[config.mk]
export PLATFORM = sky130hd
export DESIGN_NAME = transition_sweep_checker_hazard_classifier
export DESIGN_NICKNAME = d
export VERILOG_FILES = /design/src/rtl/transition_sweep_checker_pkg.sv /design/src/rtl/transition_sweep_checker_hazard_classifier.sv
export SDC_FILE = /design/constraint.sdc
export NUM_CORES = 1
export LEC_CHECK = 0
export CAP_MARGIN = 15
export CELL_PAD_IN_SITES_DETAIL_PLACEMENT = 0
export CELL_PAD_IN_SITES_GLOBAL_PLACEMENT = 1
export CORE_AREA = 2 2 39 41
export DETAILED_ROUTE_END_ITERATION = 6
export DIE_AREA = 0 0 41 43
export HOLD_SLACK_MARGIN = 0.03
export PLACE_DENSITY = 0.48
export SLEW_MARGIN = 20
export SYNTH_ARGS = -nofsm -noshare
export SYNTH_HDL_FRONTEND = slang
export SYNTH_SLANG_ARGS = --single-unit
[constraint.sdc]
create_clock -name clk -period 1.1 [get_ports clk]
set_clock_uncertainty 0.05 [all_clocks]
set_input_delay 0.22 -clock clk [delete_from_list [all_inputs] [get_ports clk]]
set_output_delay 0.22 -clock clk [all_outputs]
set_load 0.02 [all_outputs]
[src/rtl/transition_sweep_checker_pkg.sv]
// Shared types for the transition sweep checker: sweep FSM encoding and the
// saturating toggle-count type used by the hazard classifier.
package transition_sweep_checker_pkg;

  typedef enum logic [1:0] {
    ST_IDLE = 2'd0,
    ST_FROM = 2'd1,
    ST_TO   = 2'd2,
    ST_DONE = 2'd3
  } sweep_state_e;

  // Toggles seen during one TO phase; three or more all look the same.
  typedef logic [1:0] toggle_cnt_t;

  localparam toggle_cnt_t TOGGLE_MAX = 2'd3;

  function automatic toggle_cnt_t toggle_inc(input toggle_cnt_t cnt);
    return (cnt == TOGGLE_MAX) ? cnt : cnt + 2'd1;
  endfunction

endpackage

[src/rtl/transition_sweep_checker_hazard_classifier.sv]
// Watches the DUT output through one TO phase, counts output toggles
// against the previous sample, and flags a static or dynamic hazard on the
// final TO edge. The hit outputs are combinational so the counter update
// lands on that same final edge.
module transition_sweep_checker_hazard_classifier
  import transition_sweep_checker_pkg::*;
(
  input  logic clk,
  input  logic rst,
  input  logic from_last,   // last edge of the FROM phase
  input  logic to_step,     // every edge of the TO phase
  input  logic to_last,     // last edge of the TO phase
  input  logic dut_out,
  input  logic ref_val,     // output level settled under the FROM vector
  output logic static_hit,
  output logic dynamic_hit
);

  logic        prev_q;
  toggle_cnt_t tog_q;
  toggle_cnt_t tog_next;

  // Toggle count including the sample taken on this edge, and the verdict.
  always_comb begin
    // NOTE: every always_comb output gets a default first so no path leaves
    // it unassigned, which would otherwise infer a latch.
    tog_next    = tog_q;
    static_hit  = 1'b0;
    dynamic_hit = 1'b0;
    if (dut_out != prev_q) begin
      tog_next = toggle_inc(tog_q);
    end
    if (to_last) begin
      static_hit  = (dut_out == ref_val) && (tog_next != 2'd0);
      dynamic_hit = (dut_out != ref_val) && (tog_next >= 2'd2);
    end
  end

  // Previous-sample and toggle registers; armed with the reference level.
  always_ff @(posedge clk) begin
    // NOTE: clocked state uses non-blocking assignments so every register
    // sees the pre-edge values of the others.
    if (rst) begin
      prev_q <= 1'b0;
      tog_q  <= '0;
    end else if (from_last) begin
      prev_q <= dut_out;
      tog_q  <= '0;
    end else if (to_step) begin
      prev_q <= dut_out;
      tog_q  <= tog_next;
    end
  end

endmodule

==> out/qor.yml <==
status: "finished with violations"
violations: "setup timing"
die_h_um: 43
synth-simple-area-share_pct: 37.91
yosys.area.top_type_share_pct: 31.37
finalMaxSlewViolations: 0
clkTransAtPathRegs_ns: 0.04
synth.area.top_cells: "dfxtp_1 (31%), xor2_1 (9.2%), a21oi_1 (7.8%)"
ctsHoldBuffers: 0
finalPower_uw: 404.4
wl_per_cell_um: 9.912
clk_latency_ns: 0.23
post_cts_buffers: 0
critPathLaunch: "prev_q"
start_util_pct: 13.83
rsz0062_at_grt: "true"
synth_area_per_cell_um2: 8.323
endpoint_kind: "primary output"
detail_route.iter0.violations: 1
synth_top_family_by_area: "simple AND/OR/NAND/NOR gates"
synthCells: 23
ys_seq_area_share_pct: 31.37
dr.pass1.iters: 4
synthMuxAreaShare_pct: 0
diodes: 0
coreArea_mm2: 0.001384
multi_input_area_um2: 181.4
port_buffers: 8
cp.arrival_ns: 1.18
vdd_drop_max_mv: 0.5658
p_leak_nw: 0.1611
grt_pass1_vias: 252
setup_ws_ns: -0.3503
dp_cells: 53
tightest_slew_ns: 0.2145
ys_warn_count: 0
finalHoldViolCount: 0
cts_sinks: 3
top_layer_used: "met4"
wl_met2_um: 282
crit_type: "flip-flop to primary output"
min_path_type: "input pin to flip-flop"
power_per_cell_area_mw_per_mm2: 988.4
io-pin-count: 9
synth_fp_nets: 30
ant_nets: 0
hold_start: "dut_out"
die_area_mm2: 0.001763
path_max_fanout: 3
die_w_um: 41
mostFrequentLayoutCell: "buf_4"
synthAdderAreaFrac_pct: 0
grt-ovfl-total: 0
start_kind: "flip-flop"
synthToLayoutAreaGrowth_pct: 113.7
num_vias: 243
nets: 49
viasPerCell: 4.263
antenna_found_initial: 0
fillers: 155
setup_violations: 2
layout-drive-gt1-share_pct: 58.54
track_usage_pct: 8.726
regArea_um2: 61.31
synth_xor_area_share_pct: 9.150
rrSetupSlack_ns: 0
htreeDepth: 1
cts-root-buf: "clkbuf_4"
maxCapViolCount: 0
place.gp.congestion: 0.5345
synth_area_um2: 191.4
clk_path_buf_depth: 2
drc: 0
fin_crit_sh_pct: 131.8
routed_wirelength_um: 565
synthDistinctLibCells: 14
slew_headroom_pct: 85.59
mostFrequentLayoutCells: "buf_4 (6), clkbuf_4 (3), clkdlybuf4s50_1 (3)"
synth_compound_area_share_pct: 19.61
timing.fmax_ghz: 0.6895
cts_tree: "built"
wl_met3_um: 53
period_minus_slack_ns: 1.450
rr_startpoint: "prev_q"
cp.required_ns: 0.83
grt_pass1_wl_um: 931
cts_made_buffers: 3
yosys.area.top_type: "dfxtp_1"
rows: 14
instances_no_fill: 57
place_hpwl_um: 439
wl_met1_um: 219
grt_max_degree: 6
ys_ff_latch: 3
[flip-flops by register name, indices dropped and copies added, names as in the netlist]
register  count
tog_q         2
prev_q        1
[through the flow]
stage                     instance area, um^2  setup TNS [ns]  setup slack, ns  util (%)  hold WS [ns]
after floorplan                         202.7         -0.1664         -0.09862         -        0.2317
after global placement                  347.8          -2.968           -1.038     25.14        0.5432
after detailed placement                347.8          -3.102           -1.068     25.14        0.5439
after CTS                               382.9         -0.6997          -0.3883     27.67        0.4733
after global routing                    409.1         -0.8805          -0.3995     29.57        0.5488
final                                   409.1         -0.6442          -0.3503     29.57        0.5056
[cells in the mapped netlist]
| cell type | instances |
|---|---|
| a21oi_1 | 3 |
| dfxtp_1 | 3 |
| a31oi_1 | 2 |
| nor2b_1 | 2 |
| nor3_1 | 2 |
| o21ai_0 | 2 |
| xor2_1 | 2 |
| and4b_2 | 1 |
| and4bb_2 | 1 |
| inv_1 | 1 |
| nand2_1 | 1 |
| nor2_1 | 1 |
| nor4_1 | 1 |
| nor4_2 | 1 |
[final cells by class]
cell class	instances	share of cell area [%]
clock buffers	4	6.422
inverters	1	0.9174
flip-flops and latches	3	14.98
well taps	16	4.893
repair buffers	14	28.44
multi-input cells	19	44.34
[final timing paths]
kind / endpoint / cells after the start
min: prev_q / 4
max: dynamic_hit / 4
min reg2reg: prev_q / 3
max reg2reg: tog_q[0] / 4
[report_power, final]
group          internal, mW  switching (mW)
clock                 0.136          0.0526
sequential            0.114         0.00263
combinational        0.0517          0.0476
[critical path, cell delays in order, from the launching register on]
cell and delay, ns:
dfxtp_2 0.32, and4bb_2 0.31, a31oi_4 0.04, a21oi_2 0.15
buf_6 0.13
[routing by layer]
layer | GRT usage (%) | up-vias
met1 | 9.295 | 109
met3 | 3.665 | 2
met5 | 0 | -
met2 | 11.25 | 9
li1 | - | 123
met4 | 10.00 | 0
[cell families (layout without fill, tap and decap cells)]
group,count (synthesis),in the layout
AO/OA/AOI/OAI,7,7
flip-flops,3,3
AND/OR/NAND/NOR,10,10
XOR/XNOR,2,2
buffers and inverters,1,19
[repair_timing]
item,4_1_cts,5_1_grt
resized for setup,23,4
hold endpoints to repair,0,0
pin swaps,2,1
setup endpoints to repair,4,3
Note: power is estimated with default switching activity, not from simulation.
